## config.mk

```make
export PLATFORM = sky130hd
export DESIGN_NAME = alien_grid
export DESIGN_NICKNAME = d
export VERILOG_FILES = /design/src/rtl/alien_grid.sv
export SDC_FILE = /design/constraint.sdc
export NUM_CORES = 1
export LEC_CHECK = 0
export BUFFER_PORTS_ARGS = -buffer_cell sky130_fd_sc_hd__buf_2
export CORE_MARGIN = 5
export CORE_UTILIZATION = 40
export CTS_BUF_LIST = sky130_fd_sc_hd__clkbuf_8
export DETAILED_ROUTE_END_ITERATION = 7
export SETUP_SLACK_MARGIN = 0.15
export SLEW_MARGIN = 20
export SYNTH_ARGS = -nofsm -noshare
export SYNTH_HDL_FRONTEND = slang
export SYNTH_SLANG_ARGS = --single-unit
```

## constraint.sdc

```tcl
create_clock -name clk -period 6.6 [get_ports clk]
set_input_delay 0.33 -clock clk [delete_from_list [all_inputs] [get_ports clk]]
set_output_delay 0.33 -clock clk [all_outputs]
set_load 0.02 [all_outputs]
```

## src/rtl/alien_grid.sv

```systemverilog
// alien_grid: ROWS x COLS alien formation sitting downstream of the laser block.
// On each enable tick it resolves a laser hit against the live-alien map
// (using the pre-move grid position), marches the formation, and tracks
// win/loss. It also produces the per-pixel alien colour for the display mux.
//
// Ports:
//   clk, reset    system clock; synchronous active-high reset
//   enable        one-cycle frame tick; all state changes happen only on it
//   xLaser/yLaser laser centre (639,479 when the laser is dead)
//   hPos/vPos     current pixel coordinate
//   killingAlien  registered hit pulse back to the laser block
//   colorAlien    combinational pixel colour (ALIEN / BACKGROUND)
//   xGrid/yGrid   registered formation top-left corner
//   aliensLeft    registered live-alien count
//   gameWon/Lost  registered sticky end-of-game flags
//
// Optional feature macro: ALIEN_SPEEDUP_EN (halves / quarters the move period
// as the formation thins out).
module alien_grid #(
  parameter int COLS         = 8,
  parameter int ROWS         = 4,
  parameter int PITCH_X      = 64,
  parameter int PITCH_Y      = 32,
  parameter int ALIEN_W      = 40,
  parameter int ALIEN_H      = 20,
  parameter int X_START      = 64,
  parameter int Y_START      = 40,
  parameter int STEP_X       = 4,
  parameter int STEP_Y       = 16,
  parameter int MOVE_PERIOD  = 8,
  parameter int SCREEN_WIDTH = 640,
  parameter int INVASION_Y   = 400,
  parameter int ALIEN        = 2,
  parameter int BACKGROUND   = 0
) (
  input  logic       clk,
  input  logic       reset,
  input  logic       enable,
  input  logic [9:0] xLaser,
  input  logic [9:0] yLaser,
  input  logic [9:0] hPos,
  input  logic [9:0] vPos,
  output logic       killingAlien,
  output logic [2:0] colorAlien,
  output logic [9:0] xGrid,
  output logic [9:0] yGrid,
  output logic [5:0] aliensLeft,
  output logic       gameWon,
  output logic       gameLost
);
  localparam int N   = ROWS * COLS;
  localparam int IW  = (N > 1) ? $clog2(N) : 1;
  localparam int PXS = $clog2(PITCH_X);
  localparam int PYS = $clog2(PITCH_Y);
  localparam int CW  = $clog2(MOVE_PERIOD);

  localparam logic [10:0] SPAN_X   = 11'(COLS * PITCH_X);
  localparam logic [10:0] SPAN_Y   = 11'(ROWS * PITCH_Y);
  localparam logic [9:0]  MASK_X   = 10'(PITCH_X - 1);
  localparam logic [9:0]  MASK_Y   = 10'(PITCH_Y - 1);
  localparam logic [9:0]  AW       = 10'(ALIEN_W);
  localparam logic [9:0]  AH       = 10'(ALIEN_H);
  localparam logic [9:0]  COLS10   = 10'(COLS);
  // Full formation extent (dead columns included) for the right-edge test.
  localparam logic [10:0] RIGHT_OFF = 11'(STEP_X + (COLS - 1) * PITCH_X + ALIEN_W);
  localparam logic [10:0] BOT_OFF   = 11'((ROWS - 1) * PITCH_Y + ALIEN_H);

  typedef struct packed {
    logic          hit;
    logic [IW-1:0] idx;
  } loc_t;

  // Box test of a point against the formation; division by the power-of-two
  // pitch is done with shifts and masks.
  function automatic loc_t locate(input logic [9:0] px, input logic [9:0] py,
                                  input logic [9:0] gx, input logic [9:0] gy);
    logic [9:0] rx, ry;
    loc_t r;
    rx = px - gx;
    ry = py - gy;
    r.hit = (px >= gx) && (py >= gy) &&
            ({1'b0, rx} < SPAN_X) && ({1'b0, ry} < SPAN_Y) &&
            ((rx & MASK_X) < AW) && ((ry & MASK_Y) < AH);
    r.idx = IW'((ry >> PYS) * COLS10 + (rx >> PXS));
    return r;
  endfunction

  logic [N-1:0]  alive_q, alive_d;
  logic          dir_q, dir_d;
  logic [CW-1:0] cnt_q, cnt_d;
  logic [9:0]    xgrid_q, xgrid_d, ygrid_q, ygrid_d;
  logic [5:0]    left_q, left_d;
  logic          kill_q, kill_d, won_q, won_d, lost_q, lost_d;

  loc_t          las, pix;
  logic          hit, rev;
  logic [CW-1:0] per_m1;

  always_comb begin
`ifdef ALIEN_SPEEDUP_EN
    if (left_q <= 6'(N / 4))      per_m1 = CW'(MOVE_PERIOD / 4 - 1);
    else if (left_q <= 6'(N / 2)) per_m1 = CW'(MOVE_PERIOD / 2 - 1);
    else                          per_m1 = CW'(MOVE_PERIOD - 1);
`else
    per_m1 = CW'(MOVE_PERIOD - 1);
`endif
  end

  always_comb begin
    alive_d = alive_q;
    dir_d   = dir_q;
    cnt_d   = cnt_q;
    xgrid_d = xgrid_q;
    ygrid_d = ygrid_q;
    left_d  = left_q;
    kill_d  = kill_q;
    won_d   = won_q;
    lost_d  = lost_q;
    rev     = 1'b0;
    las     = locate(xLaser, yLaser, xgrid_q, ygrid_q);
    hit     = las.hit && alive_q[las.idx];
    if (enable) begin
      kill_d = 1'b0;
      if (!won_q && !lost_q) begin
        // A pending kill pulse blocks evaluation so one shot kills once.
        if (!kill_q && hit) begin
          alive_d[las.idx] = 1'b0;
          left_d = left_q - 6'd1;
          kill_d = 1'b1;
          if (left_q == 6'd1) won_d = 1'b1;
        end
        // ">=" lets a counter beyond a shortened period wrap at once.
        if (cnt_q >= per_m1) begin
          cnt_d = '0;
          if (dir_q) begin
            if ({1'b0, xgrid_q} + RIGHT_OFF <= 11'(SCREEN_WIDTH))
              xgrid_d = xgrid_q + 10'(STEP_X);
            else
              rev = 1'b1;
          end else begin
            if (xgrid_q >= 10'(STEP_X)) xgrid_d = xgrid_q - 10'(STEP_X);
            else                        rev = 1'b1;
          end
          if (rev) begin
            ygrid_d = ygrid_q + 10'(STEP_Y);
            dir_d   = ~dir_q;
            if ({1'b0, ygrid_d} + BOT_OFF >= 11'(INVASION_Y)) lost_d = 1'b1;
          end
        end else begin
          cnt_d = cnt_q + CW'(1);
        end
      end
    end
  end

  always_ff @(posedge clk) begin
    if (reset) begin
      alive_q <= '1;
      dir_q   <= 1'b1;
      cnt_q   <= '0;
      xgrid_q <= 10'(X_START);
      ygrid_q <= 10'(Y_START);
      left_q  <= 6'(N);
      kill_q  <= 1'b0;
      won_q   <= 1'b0;
      lost_q  <= 1'b0;
    end else begin
      alive_q <= alive_d;
      dir_q   <= dir_d;
      cnt_q   <= cnt_d;
      xgrid_q <= xgrid_d;
      ygrid_q <= ygrid_d;
      left_q  <= left_d;
      kill_q  <= kill_d;
      won_q   <= won_d;
      lost_q  <= lost_d;
    end
  end

  always_comb begin
    pix        = locate(hPos, vPos, xgrid_q, ygrid_q);
    colorAlien = (pix.hit && alive_q[pix.idx]) ? 3'(ALIEN) : 3'(BACKGROUND);
  end

  assign killingAlien = kill_q;
  assign xGrid        = xgrid_q;
  assign yGrid        = ygrid_q;
  assign aliensLeft   = left_q;
  assign gameWon      = won_q;
  assign gameLost     = lost_q;
endmodule

```

==> qor.yml <==
run_status:
  outcome: "complete, no violations"
grt:
  antenna_violations_before_repair: 0
  overflow: 0
  globalRouteTotalUtil: 0.170
  grt_max_degree: 59
  first_global_vias: 4069
  grt_pass1_wl_um: 19800
floorplan:
  chipWidth_um: 118
  pin_count: 75
  floorplan.die.height_um: 118
  floorplan.die_area_mm2: 0.0138
  core-area_mm2: 0.0114
  fp-row-count: 39
  starting_density_of_the_core: 0.407
clock_tree:
  cts_post_setup_buffers_inserted: 0
  clock_path_buffers: 2
  ctsResizeCount: 0
  clock_sinks: 59
  clock_buffers_created_by_tritoncts: 9
  cts_htree_levels: 3
  cts_tree: "done"
  worst_setup_hold_path_clk_slew_ps: 70
  root_buffer: "sky130_fd_sc_hd__clkbuf_8"
  worstSkewPairLatency_ps: 340
  hold_buffers: 0
route:
  detailedRoute.firstPassIterationCount: 5
  detailroute.via_count: 4236
  drcViolationCount: 0
  detail-route-antenna-nets: 0
  wire_per_inst_um: 16.0
  avgViaCountPerCell: 5.69
  initialDrtViolationCount: 308
  postRouteWirelength_um: 11900
worst_setup_path:
  critical_path.endpoint_type: "flip-flop"
  critical_path.startpoint: "xGrid[4]"
  critical_path_peak_fanout: 21
  cp_peak_stage_delay_ps: 990
  timing.critical_path.slowest_stage_cell: "sky130_fd_sc_hd__nor4_4"
  ff2ff_setup_slack_ps: 1770
  crit_required_ps: 6820
  crit_path_start_kind: "flip-flop"
  reg2reg_depth: 14
  reg2reg_from: "xGrid[4]"
  r2r-end: "aliensLeft[5]"
  crit_path_cell_trace: "inv_1 -> ha_1 -> a21oi_1 -> a21oi_2 -> mux2i_1 -> or4_4 -> ha_1 -> xnor2_1 -> xnor2_1 -> nand3b_1 -> o32ai_1 -> nor4_4 -> and4_2 -> o21ai_1"
  timing_worst_setup_path_type: "flip-flop to flip-flop"
  timing.critical_path.arrival_ps: 5050
logic_synthesis:
  synth_top_area_frac: 0.255
  synthesized_instance_count: 544
  synth_largest_area_cell: "sky130_fd_sc_hd__dfxtp_1"
  synth_enable_flop_cells: 0
  synth_flop_cell: "sky130_fd_sc_hd__dfxtp_1"
  synthesis.area_per_instance_um2: 8.51
  ys_seq_area_frac: 0.255
  area_of_the_mapped_netlist_mm2: 0.00463
  ys_types: 72
  synth.area.top_cells: "sky130_fd_sc_hd__dfxtp_1, sky130_fd_sc_hd__ha_1, sky130_fd_sc_hd__mux4_2, sky130_fd_sc_hd__a21oi_1, sky130_fd_sc_hd__nor2_1"
  synthesis.yosys.warnings: 0
  synth.ff_latch_count: 59
  postSynth.asyncResetShare: 0
power_and_ir_drop:
  cellInternalPower_uw: 569
  static_power_due_to_leakage_uw: 0.00199
  switching_share: 0.307
  combinationalPowerShare: 0.215
  netSwitchingPower_uw: 252
  power.ir.vdd_worst_mv: 0.0934
  power.share.sequential: 0.437
  power_per_unit_of_standard_cell_area_mw_per_mm2: 160
  power.clock.fraction: 0.348
layout:
  final.fill_count: 1119
  layout.area.seq_mm2: 0.00118
  drive_above_1_share: 0.199
  finish.net_count: 682
  multi_input_area_mm2: 0.00315
  antenna_cells_inserted: 0
  layout-area-overhead-vs-synth_pct: 10.6
  finish.utilization: 0.450
timing:
  rsz0062_at_grt: "no"
  achievable-frequency_mhz: 207
  relSlewSlack: 0.240
  finClkSkew_ps: 10.6
  worst-slew-pin-transition_ps: 1130
  post-route-period-util: 0.733
  setup_violating_endpoint_count_in_the_final_report: 0
  setup_total_negative_slack_ps: 0
  report.final.slew_viol_count: 0
  period_minus_slack_ps: 4830
  final-hold-violation-count: 0
min_path:
  min-delay-start: "enable"
  timing.hold.worst_endpoint: "killingAlien"
  number_of_cells_traversed_by_the_worst_hold_path: 3
  min-delay-path-class: "input port to flip-flop"
placement:
  io_buffers: 62
  gp_congestion: 0.850
  dp_hpwl_um: 9270
flow_run:
  drv.max_cap_violation_count: 0
==> through the flow <==
step | hold slack (ps) | cells | worst slack, ps | power, µW | cell area, µm²
6_report | 282 | 745 | 1770 | 822 | 5120
5_1_grt | 288 | 745 | 1520 | 864 | 5120
4_1_cts | 272 | 745 | 1880 | 829 | 5120
3_5_place_dp | 486 | 730 | 1890 | 543 | 4950
3_3_place_gp | 480 | 730 | 1950 | 540 | 4950
2_1_floorplan | 472 | 550 | 2340 | 506 | 4650
==> cell type report <==
type,instances,share of cell area
Sequential cell,59,0.231
Timing Repair Buffer,64,0.0636
Clock buffer,10,0.0269
Tap cell,143,0.0350
Multi-Input combinational cell,433,0.615
Clock inverter,5,0.00587
Inverter,31,0.0227
==> routing by layer <==
layer,GRT usage,wire length (µm)
met1,0.224,5400
met2,0.282,5690
met3,0.0351,665
met4,0.0473,178
met5,0,0
==> synth_stat cells (3+ instances only) <==
master / count
sky130_fd_sc_hd__a21oi_1: 60
sky130_fd_sc_hd__clkbuf_1: 9
sky130_fd_sc_hd__nor4_1: 3
sky130_fd_sc_hd__and3_1: 5
sky130_fd_sc_hd__nor2b_1: 3
sky130_fd_sc_hd__nand2b_1: 8
sky130_fd_sc_hd__nor2_1: 65
sky130_fd_sc_hd__o21bai_1: 4
sky130_fd_sc_hd__nand2_1: 21
sky130_fd_sc_hd__o21ai_0: 19
sky130_fd_sc_hd__a31oi_1: 15
sky130_fd_sc_hd__nand3b_1: 8
sky130_fd_sc_hd__ha_1: 39
sky130_fd_sc_hd__inv_1: 31
sky130_fd_sc_hd__nor3b_1: 6
sky130_fd_sc_hd__and3_2: 3
sky130_fd_sc_hd__mux2i_1: 7
sky130_fd_sc_hd__mux4_2: 14
sky130_fd_sc_hd__clkbuf_8: 6
sky130_fd_sc_hd__and2b_2: 3
sky130_fd_sc_hd__nand3_1: 16
sky130_fd_sc_hd__a311oi_1: 3
sky130_fd_sc_hd__a21o_1: 3
sky130_fd_sc_hd__buf_4: 9
sky130_fd_sc_hd__or3_1: 5
sky130_fd_sc_hd__dfxtp_1: 59
sky130_fd_sc_hd__a31o_2: 4
sky130_fd_sc_hd__nand4_1: 10
sky130_fd_sc_hd__xnor2_1: 23
sky130_fd_sc_hd__a211oi_1: 6
sky130_fd_sc_hd__nor3_1: 13
sky130_fd_sc_hd__o211ai_1: 4
sky130_fd_sc_hd__xor2_1: 6
==> cell families (layout without fill, tap and decap cells) <==
family,after synthesis,count (layout),synth area share
adder cells (fa/ha/maj),41,41,0.114
buffers and inverters,58,110,0.0706
XOR/XNOR,29,29,0.0549
AO/OA/AOI/OAI,143,143,0.194
AND/OR/NAND/NOR,189,189,0.221
multiplexers,23,23,0.0881
flip-flops,59,59,0.255
other,2,8,0.00162
==> registers in the layout, summed over array words and instances, names as in the netlist, 3 cells and up <==
| name | count |
|---|---|
| xGrid | 8 |
| aliensLeft | 6 |
| alive_q | 32 |
| cnt_q | 3 |
| yGrid | 6 |
==> worst max-delay path: cells and delay by family, from the launching register on <==
kind | cells | cell delay [ps]
fa+ha+maj | 2 | 620
buf+inv | 1 | 190
xor+xnor | 2 | 430
compound gates | 4 | 710
mux | 1 | 130
simple gates | 4 | 2110
flops | 1 | 510
==> cells in the final DEF, fill, tap and decap left out, types with 4 or more instances in the layout <==
cell and count:
sky130_fd_sc_hd__a211oi_1 6, sky130_fd_sc_hd__a21oi_1 60, sky130_fd_sc_hd__a31o_2 4, sky130_fd_sc_hd__a31oi_1 15
sky130_fd_sc_hd__and3_1 5, sky130_fd_sc_hd__buf_2 62, sky130_fd_sc_hd__clkbuf_8 10, sky130_fd_sc_hd__conb_1 8
sky130_fd_sc_hd__dfxtp_1 59, sky130_fd_sc_hd__ha_1 39, sky130_fd_sc_hd__inv_1 31, sky130_fd_sc_hd__mux2i_1 7
sky130_fd_sc_hd__mux4_2 14, sky130_fd_sc_hd__nand2_1 21, sky130_fd_sc_hd__nand2b_1 8, sky130_fd_sc_hd__nand3_1 16
sky130_fd_sc_hd__nand3b_1 8, sky130_fd_sc_hd__nand4_1 10, sky130_fd_sc_hd__nor2_1 65, sky130_fd_sc_hd__nor3_1 13
sky130_fd_sc_hd__nor3b_1 6, sky130_fd_sc_hd__o211ai_1 4, sky130_fd_sc_hd__o21ai_0 19, sky130_fd_sc_hd__o21bai_1 4
sky130_fd_sc_hd__or3_1 5, sky130_fd_sc_hd__xnor2_1 23, sky130_fd_sc_hd__xor2_1 6
==> power by group through the flow <==
stage                     sequential [µW]  combinational (µW)  clock (µW)
after floorplan                       367                 139           0
after global placement                367                 173           0
after detailed placement              367                 176           0
after CTS                             359                 177         293
after global routing                  359                 195         310
final                                 359                 177         286
==> how the worst max path moves through the flow <==
stage | to | slack (ps)
final | aliensLeft[5] | 1770
after global routing | aliensLeft[1] | 1520
after CTS | aliensLeft[5] | 1880
after detailed placement | aliensLeft[5] | 1890
after global placement | aliensLeft[5] | 1950
after floorplan | aliensLeft[0] | 2340
Note: power is estimated with default switching activity, not from simulation.
